File: config.mk
export PLATFORM = sky130hd
export DESIGN_NAME = mesh_ni_tx
export DESIGN_NICKNAME = d
export VERILOG_FILES = /design/src/rtl/mesh_pkg.sv /design/src/rtl/ni_fifo.sv /design/src/rtl/mesh_ni_tx.sv
export SDC_FILE = /design/constraint.sdc
export NUM_CORES = 1
export LEC_CHECK = 0
export BUFFER_PORTS_ARGS = -buffer_cell sky130_fd_sc_hd__clkbuf_2
export CORE_ASPECT_RATIO = 1.25
export CORE_MARGIN = 4
export CORE_UTILIZATION = 45
export DETAILED_ROUTE_END_ITERATION = 12
export PLACE_DENSITY = 0.68
export SLEW_MARGIN = 10
export SYNTH_ARGS = -nofsm -noshare
export SYNTH_HDL_FRONTEND = slang
export SYNTH_SLANG_ARGS = --single-unit
export TNS_END_PERCENT = 50
File: constraint.sdc
create_clock -name clk -period 4.2 [get_ports clk]
set_clock_uncertainty 0.15 [all_clocks]
set_input_delay 0.21 -clock clk [delete_from_list [all_inputs] [get_ports clk]]
set_output_delay 0.21 -clock clk [all_outputs]
set_load 0.02 [all_outputs]
File: src/rtl/mesh_pkg.sv
// mesh_pkg -- shared definitions for the mesh network-interface transmit path.
//
// Contents:
//   FLIT_LENGTH  total flit width (72 bits)
//   *_W          field widths of the flit layout
//   ni_state_e   injection FSM state encoding
//   pack_flit    assembles a flit from its fields
//
// Flit layout (MSB first):
//   [71:69] dst_x  [68:66] dst_y  [65:63] src_x  [62:60] src_y
//   [59:58] reserved (0)  [57:16] timestamp  [15:0] num
package mesh_pkg;

  localparam int FLIT_LENGTH = 72;
  localparam int COORD_W     = 3;
  localparam int RSVD_W      = 2;
  localparam int NUM_W       = 16;
  localparam int TS_W        = FLIT_LENGTH - 4 * COORD_W - RSVD_W - NUM_W;

  typedef enum logic {
    NI_IDLE = 1'b0,
    NI_SEND = 1'b1
  } ni_state_e;

  function automatic logic [FLIT_LENGTH-1:0] pack_flit(
    input logic [COORD_W-1:0] dst_x,
    input logic [COORD_W-1:0] dst_y,
    input logic [COORD_W-1:0] src_x,
    input logic [COORD_W-1:0] src_y,
    input logic [TS_W-1:0]    ts,
    input logic [NUM_W-1:0]   num
  );
    return {dst_x, dst_y, src_x, src_y, {RSVD_W{1'b0}}, ts, num};
  endfunction

endpackage

File: src/rtl/ni_fifo.sv
// ni_fifo -- flit queue between the core side and the router side.
//
// Ports:
//   clk, rst        clock, asynchronous active-low reset
//   wr_en_i         push wr_data_i at the tail (ignored when full)
//   wr_data_i       flit to push
//   rd_en_i         pop the head (ignored when empty)
//   rd_data_o       current head entry
//   count_o         occupancy, log2(DEPTH)+1 bits
//   full_o          occupancy == DEPTH
//
// Pointers are log2(DEPTH) bits wide, so they wrap modulo DEPTH naturally.
// Storage itself is not reset; only pointers and count are.
module ni_fifo #(
  parameter int DEPTH = 4,
  parameter int WIDTH = 72
) (
  input  logic                       clk,
  input  logic                       rst,
  input  logic                       wr_en_i,
  input  logic [WIDTH-1:0]           wr_data_i,
  input  logic                       rd_en_i,
  output logic [WIDTH-1:0]           rd_data_o,
  output logic [$clog2(DEPTH):0]     count_o,
  output logic                       full_o
);

  localparam int PTR_W = $clog2(DEPTH);
  localparam int CNT_W = PTR_W + 1;

  logic [WIDTH-1:0] mem_q [DEPTH];
  logic [PTR_W-1:0] wr_ptr_q, rd_ptr_q;
  logic [CNT_W-1:0] count_q, count_d;
  logic             empty;
  logic             do_wr, do_rd;

  assign full_o    = (count_q == CNT_W'(DEPTH));
  assign empty     = (count_q == '0);
  assign do_wr     = wr_en_i && !full_o;
  assign do_rd     = rd_en_i && !empty;
  assign rd_data_o = mem_q[rd_ptr_q];
  assign count_o   = count_q;

  always_comb begin
    count_d = count_q;
    case ({do_wr, do_rd})
      2'b10:   count_d = count_q + CNT_W'(1);
      2'b01:   count_d = count_q - CNT_W'(1);
      default: count_d = count_q;
    endcase
  end

  always_ff @(posedge clk or negedge rst) begin
    if (!rst) begin
      wr_ptr_q <= '0;
      rd_ptr_q <= '0;
      count_q  <= '0;
    end else begin
      if (do_wr) wr_ptr_q <= wr_ptr_q + PTR_W'(1);
      if (do_rd) rd_ptr_q <= rd_ptr_q + PTR_W'(1);
      count_q <= count_d;
    end
  end

  always_ff @(posedge clk) begin
    if (do_wr) mem_q[wr_ptr_q] <= wr_data_i;
  end

endmodule

File: src/rtl/mesh_ni_tx.sv
// mesh_ni_tx -- network-interface transmit side: assembles flits from the
// core, queues them, and injects them into a mesh router port.
//
// Ports:
//   clk, rst                  clock, asynchronous active-low reset
//   src_lx, src_ly            this node's coordinates, captured per flit
//   core_valid / core_ready   core-side handshake
//   core_dst_x, core_dst_y    destination coordinates
//   core_num                  flit number (zero-extended to 16 bits)
//   reqin / ackin             router-side handshake
//   datain                    flit toward the router (zero when reqin=0)
//   inj_count                 flits accepted by the router, wraps at 2^16
//   state_dbg                 current injection FSM state (0 IDLE, 1 SEND)
//
// Handshakes: a core transfer happens at a posedge where core_valid and
// core_ready are both 1; core_ready is !full and never looks at ackin.
// A router transfer happens at a posedge where reqin and ackin are both 1;
// ackin is ignored while reqin=0. reqin and datain hold steady until acked.
//
// Build option: define MESH_NI_TIMESTAMP_EN to stamp each flit with a
// 42-bit free-running cycle count; otherwise the timestamp field is zero.
module mesh_ni_tx
  import mesh_pkg::*;
#(
  parameter int DEPTH = 4,
  parameter int ID_W  = 16
) (
  input  logic                   clk,
  input  logic                   rst,
  input  logic [2:0]             src_lx,
  input  logic [2:0]             src_ly,
  input  logic                   core_valid,
  output logic                   core_ready,
  input  logic [2:0]             core_dst_x,
  input  logic [2:0]             core_dst_y,
  input  logic [ID_W-1:0]        core_num,
  output logic                   reqin,
  input  logic                   ackin,
  output logic [FLIT_LENGTH-1:0] datain,
  output logic [15:0]            inj_count,
  output logic                   state_dbg
);

  localparam int CNT_W = $clog2(DEPTH) + 1;

  ni_state_e              state_q;
  logic                   reqin_q;
  logic [15:0]            inj_count_q;
  logic [TS_W-1:0]        ts_field;
  logic [NUM_W-1:0]       num_ext;
  logic [FLIT_LENGTH-1:0] flit_in, fifo_head;
  logic [CNT_W-1:0]       fifo_count;
  logic                   fifo_full;
  logic                   wr_en, pop, last_entry;

`ifdef MESH_NI_TIMESTAMP_EN
  logic [TS_W-1:0] ts_q;

  always_ff @(posedge clk or negedge rst) begin
    if (!rst) ts_q <= '0;
    else      ts_q <= ts_q + TS_W'(1);
  end

  // The value held before the transfer edge is the one stamped.
  assign ts_field = ts_q;
`else
  assign ts_field = '0;
`endif

  assign num_ext    = NUM_W'(core_num);
  assign flit_in    = pack_flit(core_dst_x, core_dst_y, src_lx, src_ly,
                                ts_field, num_ext);
  assign core_ready = !fifo_full;
  assign wr_en      = core_valid && core_ready;
  assign pop        = ackin && reqin_q;
  assign last_entry = (fifo_count == CNT_W'(1));

  ni_fifo #(
    .DEPTH (DEPTH),
    .WIDTH (FLIT_LENGTH)
  ) u_fifo (
    .clk       (clk),
    .rst       (rst),
    .wr_en_i   (wr_en),
    .wr_data_i (flit_in),
    .rd_en_i   (pop),
    .rd_data_o (fifo_head),
    .count_o   (fifo_count),
    .full_o    (fifo_full)
  );

  // SEND exactly while the FIFO holds something; reqin_q is its registered
  // image, so a new write only shows on reqin after the write edge.
  always_ff @(posedge clk or negedge rst) begin
    if (!rst) begin
      state_q     <= NI_IDLE;
      reqin_q     <= 1'b0;
      inj_count_q <= '0;
    end else begin
      if (pop) inj_count_q <= inj_count_q + 16'd1;
      case (state_q)
        NI_IDLE: begin
          if (wr_en) begin
            state_q <= NI_SEND;
            reqin_q <= 1'b1;
          end
        end
        NI_SEND: begin
          if (pop && last_entry && !wr_en) begin
            state_q <= NI_IDLE;
            reqin_q <= 1'b0;
          end
        end
        default: begin
          state_q <= NI_IDLE;
          reqin_q <= 1'b0;
        end
      endcase
    end
  end

  assign reqin     = reqin_q;
  assign datain    = reqin_q ? fifo_head : '0;
  assign inj_count = inj_count_q;
  assign state_dbg = state_q;

endmodule

==> summary.txt <==
Status
  – Outcome: complete, no violations

Yosys
  – Mean area per synthesized cell: 17.5 µm²
  – Instance count of the mapped netlist: 330
  – Area leader, netlist: edfxtp_1
  – Synth warn: 0
  – Seq/Total Area, Yosys: 0.690
  – Top area cells in the synthesized netlist: edfxtp_1, mux4_2, dfrtp_1, buf_4, and2_1
  – Mapped Area: 5780 µm²
  – Post-synth top flop: edfxtp_1
  – Share of the synthesized area in the top cell type: 0.582
  – Number of synthesized flops with an enable pin: 112
  – #FFs+latches synth: 137
  – FFs w/ async S/R, synth: 0.182
  – Synth cell types: 27

Floorplan
  – Core Rows: 46
  – Die area: 14700 µm²
  – Die Ht: 135 µm
  – Horiz. Die Dim: 109 µm
  – Initial Util: 0.456
  – I/O pin cnt: 123
  – Core ar.: 12700 µm²

Global routing
  – GRT Residual Overflow: 0
  – Largest net degree at the start of global routing: 34
  – Vias in the first global route: 3096
  – Initial antenna violation count: 0
  – First-pass GRT wire length: 16.0 mm
  – GRT Total Usage: 0.147

Cells and area
  – Final nets: 490
  – Area growth syn-to-layout: 22.1%
  – Layout fillers: 1042
  – Fraction of layout cells with a size suffix above 1: 0.315
  – Ant diodes: 0

Route
  – Vias/cell: 4.75
  – Total Wirelength: 10.1 mm
  – Wirelength per Cell: 16.0 µm
  – DRC errors left: 0
  – Vias: 2986
  – Final ANT Viol Nets: 0
  – Iteration-0 DRC Markers: 170
  – DRT Pass-1 Iters: 4

Pwr
  – Pwr per Cell Area: 426 nW/µm²
  – P_int: 2420 µW
  – Peak VDD IR: 0.273 mV
  – Sw Share: 0.195
  – Comb power frac: 0.029
  – NetSw: 588 µW
  – P_leak: 0.00278 µW
  – Clock share of power: 0.482
  – Reg power frac: 0.489

STA
  – Fin crit period: 2.77 ns
  – Final Slew Violations: 0
  – RSZ-0062 raised after global routing: false
  – Final setup margin: 1.43 ns
  – Final Cycle Share: 0.658
  – Worst-margin pin slew: 1.03 ns
  – Max Freq: 362 MHz
  – Final setup violation count: 0
  – Max transition margin: 0.315
  – Fin Setup TNS: 0 ns
  – Final Hold Vio Count: 0

Placed design
  – Gpl congestion: 0.717
  – Port bufs: 78
  – Pre-CTS setup slack: 1.75 ns
  – Detail Placement HPWL: 6.31 mm

Clocking
  – H-tree Lvls: 4
  – Total CTS buffers: 17
  – Clock Sinks: 137
  – Clk Latency, worst-skew pair: 0.41 ns
  – CTS tree: done
  – Clock-pin slew on the worst setup and hold paths: 0.05 ns
  – Max Root-Sink Buffers: 2
  – Clock Tree Root: clkbuf_16

Job
  – # Max-Cap Violations: 0

Setup path
  – Req. time, crit path: 3.84 ns
  – Crit-path slowest cell: dfrtp_2
  – Max incr delay on CP: 1.04 ns
  – Crit-path max FO: 30
  – Kind of critical path: flip-flop to output port
  – Critical path depth: 3
  – CP delay by family, top: flip-flops
  – Setup crit start kind: flip-flop
  – R2R depth: 4
  – CP Cell Sequence: mux4_2 -> and2_1 -> clkbuf_2
  – CP arrival: 2.41 ns
  – CP bufs+invs: 1
  – Crit. End Element: output port

Hold path
  – Hold depth: 3
  – Hold WC Path Type: primary input to flip-flop
## layout by cell type, fill, tap and decap left out, types with 4 or more instances in the layout
cell	synthesis	final
ha_1	10	10
nor2_1	5	5
inv_1	8	8
edfxtp_1	112	112
dfrtp_1	25	24
clkbuf_2	0	78
clkbuf_16	0	17
dlygate4sd3_1	0	29
conb_1	1	44
and2_1	28	28
clkinv_1	0	5
and3_2	0	4
nand3_1	4	4
xnor2_1	14	14
xor2_1	7	7
nand2_1	12	12
mux4_2	28	28
## power groups by stage
stage                     logic (µW)  clock network [µW]  registers (µW)
after global placement          61.8                   0            1500
after global routing            95.7                1540            1470
after CTS                       86.1                1480            1470
after floorplan                 65.5                   0            1500
final                           86.9                1450            1470
after detailed placement        64.0                   0            1500
## cells in the mapped netlist, drive strengths merged, types with 4 or more instances
library cell and number:
and2 29, and3 6, buf 49, clkbuf 4, dfrtp 25, edfxtp 112
ha 10, inv 8, mux4 28, nand2 12, nand3 5, nand4 4
nor2 5, xnor2 14, xor2 7
## worst min-delay path, delay by kind of cell
| kind | cells | cell delay (ns) |
|---|---|---|
| AND/OR/NAND/NOR | 1 | 0.14 |
| buffers and inverters | 1 | 0.12 |
| XOR/XNOR | 1 | 0.08 |
## layer usage
metal / vias to the layer above / track usage / part of all wire
li1: 1375 / - / -
met1: 1505 / 0.179 / 0.39
met2: 93 / 0.247 / 0.53
met3: 13 / 0.0407 / 0.063
met4: 0 / 0.0582 / 0.013
met5: - / 0 / 0
## state kept, by name (all words and copies together) (netlist names)
name	flops
inj_count	16
reqin	1
state_dbg	1
u_fifo.count_o	3
u_fifo.mem_q	112
u_fifo.rd_ptr_q	2
u_fifo.wr_ptr_q	2
## through the flow
stage	power (µW)	cells	hold WS, ns	area, µm²	utilization
6_report	3010	629	0.0428	7060	0.558
5_1_grt	3110	629	0.0502	7060	0.558
4_1_cts	3040	629	0.0256	7060	0.558
3_5_place_dp	1560	568	0.114	6180	0.488
3_3_place_gp	1560	568	0.104	6180	0.488
2_1_floorplan	1560	373	-0.236	5940	-
## cells by family after synthesis
| family | after synthesis | synth area share |
|---|---|---|
| other | 1 | 0.000649 |
| AO/OA/AOI/OAI | 6 | 0.00519 |
| flip-flops | 137 | 0.690 |
| buffers and inverters | 61 | 0.0706 |
| adder cells (fa/ha/maj) | 10 | 0.0216 |
| XOR/XNOR | 21 | 0.0318 |
| multiplexers | 30 | 0.113 |
| AND/OR/NAND/NOR | 64 | 0.0671 |
## worst paths after layout
| check | startpoint | to | slack (ns) |
|---|---|---|---|
| setup / recovery | u_fifo.rd_ptr_q[0]$_DFFE_PN0P_ | datain[66] | 1.43 |
| hold / removal | ackin | inj_count[2]$_DFFE_PN0P_ | 0.04 |
| setup reg to reg | u_fifo.count_o[0]$_DFFE_PN0P_ | u_fifo.mem_q[3][15]$_DFFE_PP_ | 2.05 |
| hold reg to reg | inj_count[15]$_DFFE_PN0P_ | inj_count[15]$_DFFE_PN0P_ | 0.34 |
| max in group asynchronous | rst | u_fifo.rd_ptr_q[0]$_DFFE_PN0P_ | 3.25 |
| min in group asynchronous | rst | inj_count[9]$_DFFE_PN0P_ | 0.20 |
## what timing repair did
action                                 in CTS  in global routing
endpoints found under the hold margin     137                  0
buffers inserted                            0                  0
hold buffers                               29                  0
resized for setup                           0                  0
## cell type report
cell class	count	area [µm²]	area share
repair buffers	109	696	0.0985
clock inverters	15	159	0.0225
clock buffers	17	425	0.0603
well taps	168	210	0.0298
multi-input cells	175	1550	0.219
inverters	8	30.0	0.00425
flip-flops and latches	137	3990	0.565
No activity file was read; power rests on OpenSTA's default activity.
